**src/rtl/regfile_scoreboard_pkg.sv**
```systemverilog
// Shared sizing constants for the register file / scoreboard slice.
package regfile_scoreboard_pkg;

   localparam int unsigned RF_DATA_WIDTH = 32;
   localparam int unsigned RF_NUM_REGS   = 32;
   localparam int unsigned RF_AW         = $clog2(RF_NUM_REGS);
   localparam int unsigned RF_REG0       = 0;

endpackage : regfile_scoreboard_pkg

```
**src/rtl/regfile_scoreboard_if.sv**
```systemverilog
// Read, write and issue ports of the register file with scoreboard.
interface regfile_scoreboard_if
   import regfile_scoreboard_pkg::*;
#(
   parameter int unsigned DATA_WIDTH = RF_DATA_WIDTH,
   parameter int unsigned NUM_REGS   = RF_NUM_REGS
);
   localparam int unsigned AW = $clog2(NUM_REGS);

   logic [AW-1:0]         rsNum;
   logic [AW-1:0]         rtNum;
   logic [DATA_WIDTH-1:0] rsData;
   logic [DATA_WIDTH-1:0] rtData;
   logic [AW-1:0]         rdNum;
   logic [DATA_WIDTH-1:0] rdData;
   logic                  rdWriteEnable;
   logic [AW-1:0]         issueNum;
   logic                  issueValid;
   logic                  rsPending;
   logic                  rtPending;

   modport master (
      output rsNum, rtNum, rdNum, rdData, rdWriteEnable, issueNum, issueValid,
      input  rsData, rtData, rsPending, rtPending
   );

   modport slave (
      input  rsNum, rtNum, rdNum, rdData, rdWriteEnable, issueNum, issueValid,
      output rsData, rtData, rsPending, rtPending
   );

endinterface : regfile_scoreboard_if

```
**src/rtl/regfile_entry.sv**
```systemverilog
// One architectural register: enabled flop with synchronous reset.
module regfile_entry #(
   parameter int unsigned DATA_WIDTH = 32
) (
   input  logic                  clk_i,
   input  logic                  rst_i,
   input  logic                  en_i,
   input  logic [DATA_WIDTH-1:0] d_i,
   output logic [DATA_WIDTH-1:0] q_o
);

   logic [DATA_WIDTH-1:0] data_q;

   always_ff @(posedge clk_i) begin
      if (rst_i) begin
         data_q <= '0;
      end else if (en_i) begin
         data_q <= d_i;
      end
   end

   assign q_o = data_q;

endmodule : regfile_entry

```
**src/rtl/regfile_scoreboard.sv**
```systemverilog
// Register file with hardwired r0, optional write bypass and per-register pending scoreboard.
module regfile_scoreboard
   import regfile_scoreboard_pkg::*;
#(
   parameter int unsigned DATA_WIDTH = RF_DATA_WIDTH,
   parameter int unsigned NUM_REGS   = RF_NUM_REGS,
   parameter int unsigned BYPASS     = 1
) (
   input  logic                clk,
   input  logic                reset,
   regfile_scoreboard_if.slave bus
);

   localparam int unsigned   AW   = $clog2(NUM_REGS);
   localparam logic [AW-1:0] ZERO = AW'(RF_REG0);

   logic [NUM_REGS-1:0][DATA_WIDTH-1:0] regs;
   logic                                wr_en;
   logic                                issue_en;
   logic [NUM_REGS-1:0]                 wr_mask;
   logic [NUM_REGS-1:0]                 issue_mask;
   logic [NUM_REGS-1:0]                 pending_q;
   logic [NUM_REGS-1:0]                 pending_d;
   logic [NUM_REGS-1:0]                 pending_vis;

   assign wr_en      = bus.rdWriteEnable && (bus.rdNum != ZERO);
   assign issue_en   = bus.issueValid && (bus.issueNum != ZERO);
   assign wr_mask    = wr_en    ? (NUM_REGS'(1) << bus.rdNum)    : '0;
   assign issue_mask = issue_en ? (NUM_REGS'(1) << bus.issueNum) : '0;

   assign regs[0] = '0;

   for (genvar g = 1; g < NUM_REGS; g++) begin : g_entry
      regfile_entry #(
         .DATA_WIDTH (DATA_WIDTH)
      ) u_entry (
         .clk_i (clk),
         .rst_i (reset),
         .en_i  (wr_mask[g]),
         .d_i   (bus.rdData),
         .q_o   (regs[g])
      );
   end

   // Issue is applied after the clear so a same-cycle issue of the written register wins.
   always_comb begin
      pending_d = pending_q;
      pending_d = pending_d & ~wr_mask;
      pending_d = pending_d | issue_mask;
      pending_d[0] = 1'b0;
   end

   always_ff @(posedge clk) begin
      if (reset) begin
         pending_q <= '0;
      end else begin
         pending_q <= pending_d;
      end
   end

   // A write hides its own pending bit this cycle only if that register is not re-issued.
   assign pending_vis = (BYPASS != 0) ? (pending_q & ~(wr_mask & ~issue_mask)) : pending_q;

   always_comb begin
      bus.rsData = regs[bus.rsNum];
      bus.rtData = regs[bus.rtNum];
      if ((BYPASS != 0) && wr_en && (bus.rsNum == bus.rdNum)) begin
         bus.rsData = bus.rdData;
      end
      if ((BYPASS != 0) && wr_en && (bus.rtNum == bus.rdNum)) begin
         bus.rtData = bus.rdData;
      end
   end

   assign bus.rsPending = pending_vis[bus.rsNum];
   assign bus.rtPending = pending_vis[bus.rtNum];

endmodule : regfile_scoreboard

```
**src/flat_wrapper.sv**
```systemverilog
// flat-port wrapper written by rule: the top's interface ports become plain ports
module regfile_scoreboard_flat import regfile_scoreboard_pkg::*;
#(
   parameter int unsigned DATA_WIDTH = RF_DATA_WIDTH,
   parameter int unsigned NUM_REGS   = RF_NUM_REGS,
   parameter int unsigned BYPASS     = 1
)
  (clk, reset, bus_rsNum, bus_rtNum, bus_rdNum, bus_rdData, bus_rdWriteEnable, bus_issueNum, bus_issueValid, bus_rsData, bus_rtData, bus_rsPending, bus_rtPending);
  regfile_scoreboard_if #(.DATA_WIDTH(DATA_WIDTH), .NUM_REGS(NUM_REGS)) bus_i ();
  input  logic clk;
  input  logic reset;
  input wire logic [$bits(bus_i.rsNum)-1:0] bus_rsNum;
  input wire logic [$bits(bus_i.rtNum)-1:0] bus_rtNum;
  input wire logic [$bits(bus_i.rdNum)-1:0] bus_rdNum;
  input wire logic [$bits(bus_i.rdData)-1:0] bus_rdData;
  input wire logic [$bits(bus_i.rdWriteEnable)-1:0] bus_rdWriteEnable;
  input wire logic [$bits(bus_i.issueNum)-1:0] bus_issueNum;
  input wire logic [$bits(bus_i.issueValid)-1:0] bus_issueValid;
  output wire logic [$bits(bus_i.rsData)-1:0] bus_rsData;
  output wire logic [$bits(bus_i.rtData)-1:0] bus_rtData;
  output wire logic [$bits(bus_i.rsPending)-1:0] bus_rsPending;
  output wire logic [$bits(bus_i.rtPending)-1:0] bus_rtPending;
  assign bus_i.rsNum = bus_rsNum;
  assign bus_i.rtNum = bus_rtNum;
  assign bus_i.rdNum = bus_rdNum;
  assign bus_i.rdData = bus_rdData;
  assign bus_i.rdWriteEnable = bus_rdWriteEnable;
  assign bus_i.issueNum = bus_issueNum;
  assign bus_i.issueValid = bus_issueValid;
  assign bus_rsData = bus_i.rsData;
  assign bus_rtData = bus_i.rtData;
  assign bus_rsPending = bus_i.rsPending;
  assign bus_rtPending = bus_i.rtPending;
  regfile_scoreboard #(.DATA_WIDTH(DATA_WIDTH), .NUM_REGS(NUM_REGS), .BYPASS(BYPASS)) u_core (.clk(clk), .reset(reset), .bus(bus_i));
endmodule
```
**config.mk**
```make
export PLATFORM = sky130hd
export DESIGN_NAME = regfile_scoreboard_flat
export DESIGN_NICKNAME = d
export VERILOG_FILES = /design/src/rtl/regfile_scoreboard_pkg.sv /design/src/rtl/regfile_scoreboard_if.sv /design/src/rtl/regfile_entry.sv /design/src/rtl/regfile_scoreboard.sv /design/src/flat_wrapper.sv
export SDC_FILE = /design/constraint.sdc
export NUM_CORES = 2
export LEC_CHECK = 0
export BUFFER_PORTS_ARGS = -buffer_cell sky130_fd_sc_hd__buf_2
export CORE_MARGIN = 3
export CORE_UTILIZATION = 40
export CTS_CLUSTER_SIZE = 30
export DETAILED_ROUTE_END_ITERATION = 7
export SETUP_SLACK_MARGIN = 0.05
export SYNTH_ARGS = -nofsm -noshare
export SYNTH_HDL_FRONTEND = slang
export SYNTH_SLANG_ARGS = --single-unit
```
**constraint.sdc**
```tcl
create_clock -name clk -period 5.95 [get_ports clk]
set_clock_uncertainty 0.15 [all_clocks]
set_input_delay 0.2975 -clock clk [delete_from_list [all_inputs] [get_ports clk]]
set_output_delay 0.2975 -clock clk [all_outputs]
set_load 0.005 [all_outputs]
```
After elaboration in Yosys (flattened, before gate mapping)
Cells that the tools add are included.
{"block": "word_totals", "ff_bits": 1024, "inputBits": 56, "output_inout_bits": 66}
{"block": "classes", "n_lt_le_gt_ge": 2, "mux": 12, "bitwise_logic": 7, "eq_ne": 2, "n_shift": 2, "reduce_logical": 6}
{"op": "$bmux 32 s5", "count": 2}
{"op": "$mux 32", "count": 6}
{"op": "$and 32x32->32", "count": 3}
{"op": "$not 32->32", "count": 3}
{"op": "$shl 1x5->32 const A", "count": 2}
{"op": "$or 32x32->32", "count": 1}
{"op": "$lt 5x6->1 const B", "count": 2}
{"op": "$bmux 1 s5", "count": 2}
{"op": "$eq 5x5->1", "count": 2}
{"op": "$reduce_bool 5->1", "count": 2}
{"op": "$logic_and 1x1->1", "count": 4}
{"op": "$mux 1", "count": 2}

Logic depth before layout (Yosys ltp)
{"block": "depth", "ltp_word": 9, "depth_mapped": 9, "ltp_nobuf": 6}

Hierarchy
Synthesis repeated with hierarchy kept, for this count alone.
{"block": "hier_totals", "hier_cells": 4675, "hier_area_um2": 55054.1}
{"module": "regfile_entry", "n_inst": 31, "cells_per_inst": 103, "seq_area_each_um2": 640.6, "area_per_inst_um2": 1163.6}
{"module": "regfile_scoreboard", "n_inst": 1, "cells_per_inst": 1482, "seq_area_each_um2": 620.6, "area_per_inst_um2": 18982.0}

Least setup slack after synthesis
No wires, ideal clock.
{"block": "synth_timing", "path_type": "input to output", "start": "input bus_rtNum[1]", "end": "output bus_rtData[11]", "required_ps": 5503, "path_slack_ps": 3488, "path_stages": 7, "t_arrival_ps": 2014, "path_cell_list": "buf_2 -> buf_2 -> clkbuf_1 -> mux4_2 -> mux4_2 -> mux2i_1 -> a21oi_1"}
{"block": "synth_between", "elab_chain_cells": 3, "word_cells_on_any_way": 5, "classes_between": "1 x eq/ne; 3 x mux; 1 x reduce/logical"}
{"item": "from (decl)", "line": "flat_wrapper.sv:13", "text": "input wire logic [$bits(bus_i.rtNum)-1:0] bus_rtNum;"}
{"item": "$bmux 32 s5 or $eq 5x5->1 (tied branches)", "line": "regfile_scoreboard.sv:66, regfile_scoreboard.sv:70"}
{"item": "$mux 32 (not written as such) or $logic_and 1x1->1 (tied branches)", "line": "regfile_scoreboard.sv:66, regfile_scoreboard.sv:70"}
{"item": "$mux 32 *", "line": "regfile_scoreboard.sv:70", "text": "if ((BYPASS != 0) && wr_en && (bus.rtNum == bus.rdNum)) begin"}
{"item": "to (decl)", "line": "flat_wrapper.sv:20", "text": "output wire logic [$bits(bus_i.rtData)-1:0] bus_rtData;"}
Mark *: on every way between the ends. The rest lies on a longest branch, timed or not. The select of a mux whose other input is x is not followed.

Final worst setup path
{"block": "layout_timing", "start": "input bus_rtNum[0]", "end": "output bus_rtData[17]"}
The elaborated chain is that of the path after synthesis.

==> parameters.txt <==
Parameter                              Value

Layout
  Area growth from synthesis to layout ... 10.44%
  Layout Nets ... approximately 5,700
  Fraction of layout cells with a size suffix above 1 ... 19.32%
  Leading cell type in the layout, fill and taps excluded ... sky130_fd_sc_hd__nand2_1
  Fin cells ... about 7,500
  Reg area ... roughly 20,000 um2
  Area taken by multi-input logic gates ... 30,120 um2
  Top library cells by usage in the layout, fill and taps aside ... sky130_fd_sc_hd__nand2_1, sky130_fd_sc_hd__a21oi_1, sky130_fd_sc_hd__dfxtp_1
  Filler Cells Inserted ... approximately 13,000

Clocking
  Clock latency on the worst-skew pair ... ~0.71 ns
  Quantity of gates resized following cts ... 0
  Sinks on the clock net ... about 1,000
  Clock buffers created by TritonCTS ... roughly 110
  Clock Tree Root ... sky130_fd_sc_hd__clkbuf_16
  Maximum root-to-sink buffer count ... 3
  TritonCTS clock tree ... built
  Clock transition time at the flip-flop clock pins of the worst setup and hold paths ... ~0.06 ns
  Clock H-tree levels ... 3

Route
  Final Routed Wirelength ... roughly 210,000 um
  Detail-routed net length per standard cell ... between 20 and 30 um
  Residual antenna-violating net count after detailed routing ... 0
  DRC Markers ... 1
  Iter 0 DRT Violations ... ~7,100
  Per-cell via count in the routed design ... between 6 and 7
  First-pass iteration count of the detailed router ... 8
  Number of vias in the routed layout ... 46,680

Global route
  Largest net degree at the start of global routing ... about 230
  Total gr overflow ... 0
  Antenna violations before repair ... 6
  Global router's overall resource usage ... around 31%
  Via count of the first global-routing pass ... between 40,000 and 50,000
  Wire length of the first global-routing pass ... approximately 310,000 um

Worst setup path
  Crit Path Category ... in -> out
  Slowest stage cell on the critical path ... sky130_fd_sc_hd__a21oi_1
  Type of destination of the critical path ... primary output
  Worst path buffer plus inverter count ... 2
  Kind of cell with the highest combined delay on the critical path ... simple AND/OR/NAND/NOR gates
  Cells along the critical path ... buf_8 > xnor2_1 > nand3_1 > or4_4 > a21oi_1 > buf_2
  Data required time of the critical path ... approximately 5.5 ns
  Critical Path Source Type ... input port
  Crit path max fanout ... 66
  Depth of the most critical reg-to-reg path ... 3
  Maximum cell stage delay along the critical path ... roughly 0.97 ns
  Crit path DAT ... 3.56 ns
  Number of stages on the worst setup path ... 6

Logic synthesis
  Cell variety after synth ... 53
  Synthesized instance count ... 5,868
  EDFF count, synth ... 0
  Per-instance average area after synthesis ... 9.060 um2
  Seq/Total Area, Yosys ... 38.52%
  Synth async-reset ratio ... 0%
  Mapped cell area ... about 53,000 um2
  Register bit count reported by yosys ... about 1,000
  Total of warnings raised by yosys ... 0
  Post-Synthesis Net Count ... 5,924
  Most common flop cell mapped by yosys ... sky130_fd_sc_hd__dfxtp_1

Hold path
  Hold-critical path depth ... 5
  Path class of the lowest-slack min-delay path ... in -> reg

Placed design
  RD Place Congestion ... around 0.85
  # placed instances ... approximately 7,000
  Total of buffers placed on input and output ports ... ~120
  DP HPWL ... approximately 110,000 um

Timing
  Number of setup violations in the final report ... 0
  Final hold slack ... 0.04913 ns
  Highest attainable clock frequency ... 0.2498 GHz
  Worst-Margin Slew ... 1.363 ns
  Hold violation total from the final report ... 0
  Final Slew Violations ... 0
  RSZ-0062 raised after global routing ... false
  Minimum clock period after layout ... 4.004 ns
  Period Utilization, post-route ... about two thirds
  Summed negative setup slack over all endpoints ... 0 ns
  Worst slew slack as a fraction of its limit ... 9.156%

Floorplan
  Vertical die dimension ... 370.6 um
  Placement row count ... ~130
  Total core area ... between 100,000 and 150,000 um2
  Area of the die ... ~140,000 um2
  I/O pin total ... ~120
  Initial core utilization ... a little over 40%
  Die boundary width ... 370.6 um

Run status
  Violated checks ... design-rule violations
  Status ... finished with violations

Power
  Power density normalized to cell area ... around 260 nW/um2
  Max VDD drop ... roughly 0.20 mV
  Static Leakage ... 18.94 nW

Run
  Max-cap violations ... 0
[timing repair]
| action | CTS | global route |
|---|---|---|
| hold endpoints to repair | 884 | 0 |
| hold buffers | 40 | 0 |
| setup endpoints to repair | 0 | 0 |
| setup buffers | 0 | 0 |
[metrics by stage]
step | setup slack (ns) | cell area, um2 | utilization, % | total power, mW
2_1_floorplan | 3.488 | 53160 | - | 7.877
3_5_place_dp | 2.092 | 54470 | 41.33 | 8.234
6_report | 1.946 | 58720 | 44.55 | 15.50
5_1_grt | 1.946 | 58710 | 44.54 | 15.85
3_3_place_gp | 2.049 | 54470 | 41.33 | 8.227
4_1_cts | 2.081 | 58710 | 44.54 | 15.51
[cells by family (layout without fill, tap and decap cells)]
| kind of cell | count (synthesis) | count (layout) | synth area share, % |
|---|---|---|---|
| other | 0 | 3 | 0 |
| AOI/OAI and AO/OA | 1226 | 1226 | 12.46 |
| muxes | 704 | 704 | 26.96 |
| and+or+nand+nor | 2262 | 2262 | 16.48 |
| xor gates and xnor gates | 10 | 10 | 0.1647 |
| buffers and inverters | 643 | 478 | 5.413 |
| DFF | 1023 | 1023 | 38.52 |
[synth_stat cells (all sizes together) (4+ instances only)]
| master | n | share of area (%) |
|---|---|---|
| nand2 | 2042 | 14 |
| a21oi | 1072 | 10 |
| dfxtp | 1023 | 39 |
| mux4 | 576 | 24 |
| clkbuf | 471 | 3.3 |
| buf | 168 | 2.1 |
| nor2 | 136 | 0.96 |
| a22o | 64 | 1.1 |
| mux2 | 64 | 1.4 |
| mux2i | 64 | 1.2 |
| a22oi | 23 | 0.32 |
| nor2b | 21 | 0.25 |
| nand3 | 17 | 0.16 |
| o211ai | 17 | 0.24 |
| a32oi | 12 | 0.20 |
| o221ai | 12 | 0.20 |
| nand3b | 9 | 0.13 |
| o21ai | 9 | 0.085 |
| xnor2 | 6 | 0.099 |
| and2 | 5 | 0.059 |
| a221oi | 4 | 0.066 |
| a41oi | 4 | 0.066 |
| inv | 4 | 0.028 |
| nor3b | 4 | 0.066 |
| or3b | 4 | 0.066 |
| xor2 | 4 | 0.066 |
[layer usage]
layer | GRT usage (%) | routed length (um) | share of wire [%]
met2 | 48.05 | 97500 | 45
met3 | 5.366 | 23240 | 11
met4 | 17.35 | 13940 | 6.5
met5 | 0 | 0 | 0
met1 | 39.61 | 79720 | 37
[worst min-delay path: cells and delay by family]
kind / cells / cell delay (ns)
AOI/OAI and AO/OA: 1 / 0.16
buffers and inverters: 1 / 0.20
and+or+nand+nor: 3 / 0.20
[power breakdown]
part	switching (mW)	internal [mW]
Combinational	0.831	0.361
Sequential	0.0377	6.90
Clock	3.05	4.32
Total	3.92	11.6
[layout make-up]
class                   count  area share (%)
diodes                      3         0.01279
clock buffers             141           5.208
clock inverters            62           1.321
inverters                   4         0.04688
multi-input cells        4202           51.30
flip-flops and latches   1023           34.88
well taps                1755           3.740
repair buffers            271           3.491
[flip-flops by register name (all words and copies together) (netlist names)]
register / flops
u_core.g_entry.u_entry.q_o: 992
u_core.pending_q: 31
[path summary, 6_finish.rpt]
check,start,to,slack (ns)
max,bus_rtNum[0],bus_rtData[17],1.95
min,bus_issueNum[1],u_core.pending_q[6]$_SDFF_PP0_,0.05
max reg2reg,u_core.g_entry[7].u_entry.q_o[19]$_SDFFE_PP0P_,u_core.g_entry[7].u_entry.q_o[19]$_SDFFE_PP0P_,4.64
min reg2reg,u_core.g_entry[30].u_entry.q_o[9]$_SDFFE_PP0P_,u_core.g_entry[30].u_entry.q_o[9]$_SDFFE_PP0P_,0.31
No activity file was read; power rests on OpenSTA's default activity.
